### src/rtl/alarm_pkg.sv
// Shared state encoding and helpers for the alarm controller.
// Codes 5..7 are unused and recover to DISARMED.
package alarm_pkg;

  localparam int STATE_W = 3;

  typedef enum logic [STATE_W-1:0] {
    ST_DISARMED = 3'd0,
    ST_ARMED    = 3'd1,
    ST_ENTRY    = 3'd2,
    ST_ALARM    = 3'd3,
    ST_HOLD     = 3'd4
  } state_t;

  function automatic int max_int(input int a, input int b);
    return (a > b) ? a : b;
  endfunction

endpackage

### src/rtl/alarm_timer.sv
// Loadable down-counter shared by the ENTRY and ALARM phases.
// Decrements saturate at zero so the count never wraps.
module alarm_timer #(
  parameter int CNT_W = 4
) (
  input  logic             clk,
  input  logic             reset,
  input  logic             load,
  input  logic [CNT_W-1:0] load_val,
  input  logic             dec,
  output logic             zero
);

  logic [CNT_W-1:0] cnt;

  always_ff @(posedge clk or posedge reset) begin
    if (reset) begin
      cnt <= '0;
    end else if (load) begin
      cnt <= load_val;
    end else if (dec && (cnt != '0)) begin
      cnt <= cnt - 1'b1;
    end
  end

  assign zero = (cnt == '0);

endmodule

### src/rtl/alarm_controller.sv
// Multi-zone alarm controller: instant/delayed zones, timed siren,
// sticky per-zone trip record cleared on arming.
module alarm_controller
  import alarm_pkg::*;
#(
  parameter int N_SENSORS   = 3,
  parameter int ENTRY_DELAY = 8,
  parameter int SIREN_TIME  = 16
) (
  input  logic                 clk,
  input  logic                 reset,
  input  logic                 arm,
  input  logic                 disarm,
  input  logic [N_SENSORS-1:0] sensor,
  input  logic [N_SENSORS-1:0] sensor_mask,
  input  logic [N_SENSORS-1:0] delay_zone,
  output logic                 armed,
  output logic                 pending,
  output logic                 siren,
  output logic [N_SENSORS-1:0] alarm_latch,
  output logic [STATE_W-1:0]   state
);

  localparam int CNT_W =
    $clog2(max_int(ENTRY_DELAY, SIREN_TIME) + 1);

  localparam logic [CNT_W-1:0] ENTRY_LD = CNT_W'(ENTRY_DELAY - 1);
  localparam logic [CNT_W-1:0] SIREN_LD = CNT_W'(SIREN_TIME - 1);

  state_t                state_q, state_d;
  logic [N_SENSORS-1:0]  latch_q, latch_d;
  logic [N_SENSORS-1:0]  trip, inst, dly;
  logic                  load, dec, zero, in_armed;
  logic [CNT_W-1:0]      load_val;

  assign trip = sensor & sensor_mask;
  assign inst = trip & ~delay_zone;
  assign dly  = trip & delay_zone;

  assign in_armed = (state_q == ST_ARMED) || (state_q == ST_ENTRY) ||
                    (state_q == ST_ALARM) || (state_q == ST_HOLD);

  alarm_timer #(.CNT_W(CNT_W)) u_timer (
    .clk      (clk),
    .reset    (reset),
    .load     (load),
    .load_val (load_val),
    .dec      (dec),
    .zero     (zero)
  );

  always_ff @(posedge clk or posedge reset) begin
    if (reset) begin
      state_q <= ST_DISARMED;
      latch_q <= '0;
    end else begin
      state_q <= state_d;
      latch_q <= latch_d;
    end
  end

  always_comb begin
    state_d  = state_q;
    latch_d  = latch_q;
    load     = 1'b0;
    load_val = '0;
    dec      = 1'b0;
    // Trips are recorded in every armed state, even on a disarm edge.
    if (in_armed) begin
      latch_d = latch_q | trip;
    end
    if (disarm) begin
      state_d = ST_DISARMED;
    end else begin
      unique case (state_q)
        ST_DISARMED: begin
          if (arm) begin
            state_d = ST_ARMED;
            latch_d = '0;
          end
        end
        ST_ARMED: begin
          if (|inst) begin
            state_d  = ST_ALARM;
            load     = 1'b1;
            load_val = SIREN_LD;
          end else if (|dly) begin
            state_d  = ST_ENTRY;
            load     = 1'b1;
            load_val = ENTRY_LD;
          end
        end
        ST_ENTRY: begin
          if ((|inst) || zero) begin
            state_d  = ST_ALARM;
            load     = 1'b1;
            load_val = SIREN_LD;
          end else begin
            dec = 1'b1;
          end
        end
        ST_ALARM: begin
          if (zero) begin
            state_d = ST_HOLD;
          end else begin
            dec = 1'b1;
          end
        end
        ST_HOLD: begin
          if (|trip) begin
            state_d  = ST_ALARM;
            load     = 1'b1;
            load_val = SIREN_LD;
          end
        end
        default: state_d = ST_DISARMED;
      endcase
    end
  end

  assign state       = state_q;
  assign armed       = in_armed;
  assign pending     = (state_q == ST_ENTRY);
  assign siren       = (state_q == ST_ALARM);
  assign alarm_latch = latch_q;

endmodule

### config.mk
export PLATFORM = sky130hd
export DESIGN_NAME = alarm_controller
export DESIGN_NICKNAME = d
export VERILOG_FILES = /design/src/rtl/alarm_pkg.sv /design/src/rtl/alarm_timer.sv /design/src/rtl/alarm_controller.sv
export SDC_FILE = /design/constraint.sdc
export NUM_CORES = 1
export LEC_CHECK = 0
export CORE_UTILIZATION = 46
export DETAILED_ROUTE_END_ITERATION = 7
export PLACE_DENSITY = 0.78
export SYNTH_ARGS = -nofsm -noshare
export SYNTH_HDL_FRONTEND = slang
export SYNTH_HIERARCHICAL = 1
export SYNTH_SLANG_ARGS = --single-unit
### constraint.sdc
create_clock -name clk -period 3.2 [get_ports clk]
set_input_delay 0.64 -clock clk [delete_from_list [all_inputs] [get_ports clk]]
set_output_delay 0.64 -clock clk [all_outputs]
set_load 0.02 [all_outputs]
# Yosys cells after proc, flatten, opt, wreduce, memory -nomap -nowiden
# Cells that the tools add are included.
# op_classes
addsub,1
eq_ne,9
mux,30
n_bitwise,5
n_reduce_logical,13
# ops
cell,n
two-way mux 3 bit,12
two-way mux 4 bit,4
one-hot mux 3 bit (5 select lines),1
one-hot mux 4 bit (3 select lines),1
two-way mux 5 bit,2
AND 3 bit,3
"!= test 3 x 2 -> 1 bit, second input constant",3
OR reduction 3 bit,3
two-way mux 1 bit,8
"equality test 3 x 2 -> 1 bit, second input constant",2
zero test 5 bit,1
AND reduction 5 bit,1
nonzero test 5 bit,1
"subtractor 5 x 1 -> 5 bit, second input constant",1
logical OR 1 bit,4
"!= test 4 x 2 -> 1 bit, second input constant",1
"equality test 3 x 1 -> 1 bit, second input constant",1
"equality test 3 bit, second input constant",1
zero test 3 bit,1
"!= test 3 bit, second input constant",1
NOT 3 bit,1
bitwise OR 3 bit,1
one-hot mux 1 bit (3 select lines),1
one-hot mux 1 bit (2 select lines),1
other kinds (2),2
# totals
ff_bits,11
input_bits,13
output_inout_bits,9

# Logic depth before layout (Yosys ltp)
# depth
depth_word,10
ltp_mapped,10
ltp_nobuf,9

# Cells and area by module
# The synthesis kept the hierarchy.
# modules_own_cells
module,instances,cells_each,area_each_um2
alarm_controller,1,51,459.2
alarm_timer,1,33,302.8

# Least setup slack after synthesis
# Ideal clock, no wire load.
# synth_path
path_type,reg2reg
from,register u_timer.cnt[0]
to,register u_timer.cnt[3]
arrival_time_ps,2342
required_ps,3127
setup_slack_ps,785
path_stages_with_launch,10
path_buffers,0
synth_period_minus_slack_ps,2415
cell_sequence,dfrtp_1 > inv_1 > ha_1 > or4b_4 > inv_1 > or3_4 > nor2_1 > or4b_1 > or3_1 > a21oi_2
# synth_between
elab_chain_cells,7
word_cells_on_any_way,18
cone_classes,add/sub: 1; mux: 12; reduce/logical: 5
# synth_rtl
item,line,source
start: declaration,alarm_timer.sv:14,logic [CNT_W-1:0] cnt;
start signal: assignment,alarm_timer.sv:20,cnt <= load_val;
start signal: assignment,alarm_timer.sv:22,cnt <= cnt - 1'b1;
zero test 5 bit (*),alarm_timer.sv:26,assign zero = (cnt == '0);
via zero,alarm_controller.sv:33,"logic load, dec, zero, in_armed;"
logical OR 1 bit,alarm_controller.sv:94,if ((|inst) || zero) begin
two-way mux 1 bit,alarm_controller.sv:94,
one-hot mux 1 bit (2 select lines) (*),alarm_controller.sv:75,unique case (state_q)
two-way mux 1 bit (*),alarm_controller.sv:72,if (disarm) begin
via dec,alarm_controller.sv:33,
logical AND 1 bit (*),alarm_timer.sv:21,end else if (dec && (cnt != '0)) begin
nonzero test 2 bit (no line) (*),--,
# Mark *: on every way through the listed nets, which the timed path passes. The rest lies on a longest branch. The select of a mux whose other input is x is not followed.
# A chain may end at the register's enable or synchronous reset.

# Final worst setup path
# layout_path
from,input port disarm
to,register u_timer.cnt[3]
# layout_between
elab_chain_cells,3
word_cells_on_any_way,6
cone_classes,mux: 4; reduce/logical: 2
# layout_rtl
item,line,source
start: declaration,alarm_controller.sv:13,"input logic disarm,"
two-way mux 1 bit,alarm_controller.sv:72,
via dec,alarm_controller.sv:33,
logical AND 1 bit,alarm_timer.sv:21,
nonzero test 2 bit (no line),--,
# The timed path passes the listed nets, and every way through them passes these cells.

==> results.md <==
- Die X: 42.7 µm
- Worst setup margin: 0.540 ns
- Maximum clock rate: 376 MHz
- Pwr dens: 891 nW/µm²
- Initial antenna violation count: 0
- Gate power share: 56.7%
- Post-route setup TNS: 0 ns
- Pre-CTS WS: 0.301 ns
- Core Region: 1520 µm²
- Initial core utilization: 50.0%
- Hold Buf Count CTS: 0
- Clock Sink Count: 11
- Die Height: 42.7 µm
- Num CTS Buffers: 3
- RePlAce Congestion: 0.815
- Largest stage delay on the critical path: 0.51 ns
- Diodes inserted: 0
- IO buf count: 21
- Total track usage: 21.5%
- Leak: 0.422 nW
- CTS tree: built
- Netlist cell types: 39
- Most frequent cells in the layout: 21 x clkdlybuf4s50_1, 11 x dfrtp_1, 9 x nor2_1
- Vias in the first global route: 697
- Critical path startpoint category: input pin
- GR Overflow Total: 0
- Initial DRC count: 24
- Via count: 722
- Post-CTS setup buffers: 0
- Peak supply drop: 0.439 mV
- Post-CTS resize count: 0
- FILL cells: 143
- Commonest non-fill, non-tap cell in the layout: clkdlybuf4s50_1
- RSZ-0062 raised after global routing: false
- Power share of the clock group: 11.2%
- Sequential power share: 32.1%
- GR Util met2: 33.9%
- Met3 GRT Util: 5.11%
- Final hold viol count: 0
- Final setup fails: 0
- Worst-Margin Slew: 0.559 ns
- Required time of the critical path: 3.41 ns
- Outcome: finished clean
- I/O pin cnt: 22
- Cell Int Power: 0.507 mW
- Post-DRT Antenna Nets: 0
- Tot Pwr: 0.891 mW
- Post-route DRC: 0
- Crit. End Element: register
- Net Sw Frac: 43.1%
- Placed cell area: 973 µm²
- Sequential share of the synthesized area: 36.1%
- Root Buffer: clkbuf_4
- Syn Nets: 98
- Largest net degree at the start of global routing: 13
- CP max FO: 7
- Synthesized area: 762 µm²
- Share of layout cells above drive strength 1: 13.1%
- Final #Nets: 122
- Worst path slowest cell: clkdlybuf4s50_1
- Worst Skew: 0.00663 ns
- Max Cap Viol: 0
- Vias/cell: 5.87
- Mean post-synth cell area: 9.07 µm²
- Placed insts: 119
- Buf/Inv on CP: 1
- Routed length per placed instance: 13.9 µm
- Routed WL: 1700 µm
- Die area: 1820 µm²
- Row count: 14
- Crit path DAT: 2.87 ns
- Hold Path Class: reg2reg
- Non-filler cells, final: 123
- Period utilization: 83.1%
- DRT Pass-1 Iters: 4
- Slew HR: 62.2%
- Post-synthesis instance total: 84
- Worst-Skew Late Latency: 0.27 ns
- Post-layout util: 65.6%
- Post-DP HPWL: 1300 µm
- NetSw: 0.384 mW
- Top delay family on crit path: simple AND/OR/NAND/NOR gates
- Post-layout instance area: 1000 µm²
- Final min period: 2.66 ns
- Met1 GRT Util: 29.3%
- Max clock buf depth: 2
- H-tree depth: 1
- Worst hold margin: 0.511 ns
- Seq cells post-synth: 11
- Setup CP Type: in2reg
- Gr busiest metal: met2
- First-pass GRT wire length: 3010 µm
- Synthesis Warnings: 6
- Clk slew on worst S/H paths: 0.08 ns
- Cell Chain, Critical Path: clkdlybuf4s50_1, or3_4, nor2_1, or4b_1, or3_1, a21oi_2
- Pins Over Slew Limit: 0
- P&R area growth vs syn: 31.2%
-- power groups by stage --
| stage | combinational, mW | sequential (mW) | clock, mW |
|---|---|---|---|
| floorplan | 0.322 | 0.299 | 0 |
| global placement | 0.496 | 0.285 | 0 |
| detailed placement | 0.504 | 0.285 | 0 |
| CTS | 0.507 | 0.284 | 0.103 |
| global route | 0.556 | 0.301 | 0.108 |
| finish | 0.505 | 0.286 | 0.0996 |
-- cell usage after synthesis (all sizes together) --
| master | n | area share [%] |
|---|---|---|
| nor2 | 9 | 4.4 |
| a211oi | 1 | 0.99 |
| buf | 2 | 3.0 |
| a31oi | 4 | 3.3 |
| nor3 | 2 | 1.3 |
| a311oi | 1 | 1.1 |
| a311o | 1 | 1.5 |
| xnor2 | 1 | 1.1 |
| or2 | 1 | 0.82 |
| or4b | 2 | 3.1 |
| clkbuf | 1 | 0.49 |
| mux2 | 2 | 3.0 |
| o21ai | 3 | 2.0 |
| dfrtp | 11 | 36 |
| o31a | 1 | 1.1 |
| inv | 6 | 3.0 |
| and2b | 1 | 0.99 |
| o21bai | 1 | 0.99 |
| conb | 1 | 0.49 |
| a21oi | 8 | 5.7 |
| nand2b | 2 | 2.6 |
| o31ai | 2 | 2.6 |
| or3 | 3 | 3.1 |
| ha | 1 | 1.6 |
| xor2 | 1 | 1.1 |
| o22ai | 1 | 1.6 |
| nor4b | 1 | 1.1 |
| nand2 | 3 | 1.5 |
| nor3b | 1 | 0.99 |
| nand3 | 1 | 0.66 |
| nor2b | 2 | 1.6 |
| a222oi | 1 | 1.3 |
| and3 | 3 | 2.5 |
| nand3b | 3 | 3.0 |
-- layer usage --
layer  up-vias  part of all wire (%)
met5         -                     0
met4         0                   1.2
met2        22                    45
li1        352                     -
met1       344                    49
met3         4                   4.5
-- worst paths after layout --
path | from | slack (ns) | cells after the start | endpoint
max | disarm | 0.54 | 6 | u_timer/cnt[3]
min | alarm_latch[2] | 0.51 | 2 | alarm_latch[2]
max reg2reg | u_timer/cnt[0] | 0.56 | 9 | u_timer/cnt[3]
min reg2reg | alarm_latch[2] | 0.51 | 2 | alarm_latch[2]
max in group asynchronous | reset | 2.37 | 2 | alarm_latch[1]
min in group asynchronous | reset | 0.60 | 2 | u_timer/cnt[0]
-- worst min-delay path: stages, from the launching register on --
cell     delay, ns
dfrtp_1       0.36
a31oi_1       0.04
nor2_1        0.07
-- flip-flops by register name, summed over array words and instances, names as in the netlist --
signal and count:
u_timer/cnt 5, alarm_latch 3, state 3
-- area by class of cell --
cell class	instances	area, µm²	share of cell area [%]
Multi-Input combinational cell	64	438	43.8
Sequential cell	11	275	27.5
Timing Repair Buffer	22	218	21.8
Clock buffer	4	26.3	2.63
Inverter	6	22.5	2.25
Tap cell	16	20.0	2.00
-- cell families (layout without fill, tap and decap cells) --
kind of cell | count (synthesis) | count (layout) | synth area share (%)
and+or+nand+nor | 34 | 34 | 27.8
AOI/OAI and AO/OA | 24 | 24 | 22.3
DFF | 11 | 11 | 36.1
buffers and inverters | 9 | 32 | 6.40
xor gates and xnor gates | 2 | 2 | 2.30
muxes | 2 | 2 | 2.96
adders and majority gates | 1 | 1 | 1.64
other | 1 | 1 | 0.492
No activity file was read; power rests on OpenSTA's default activity.
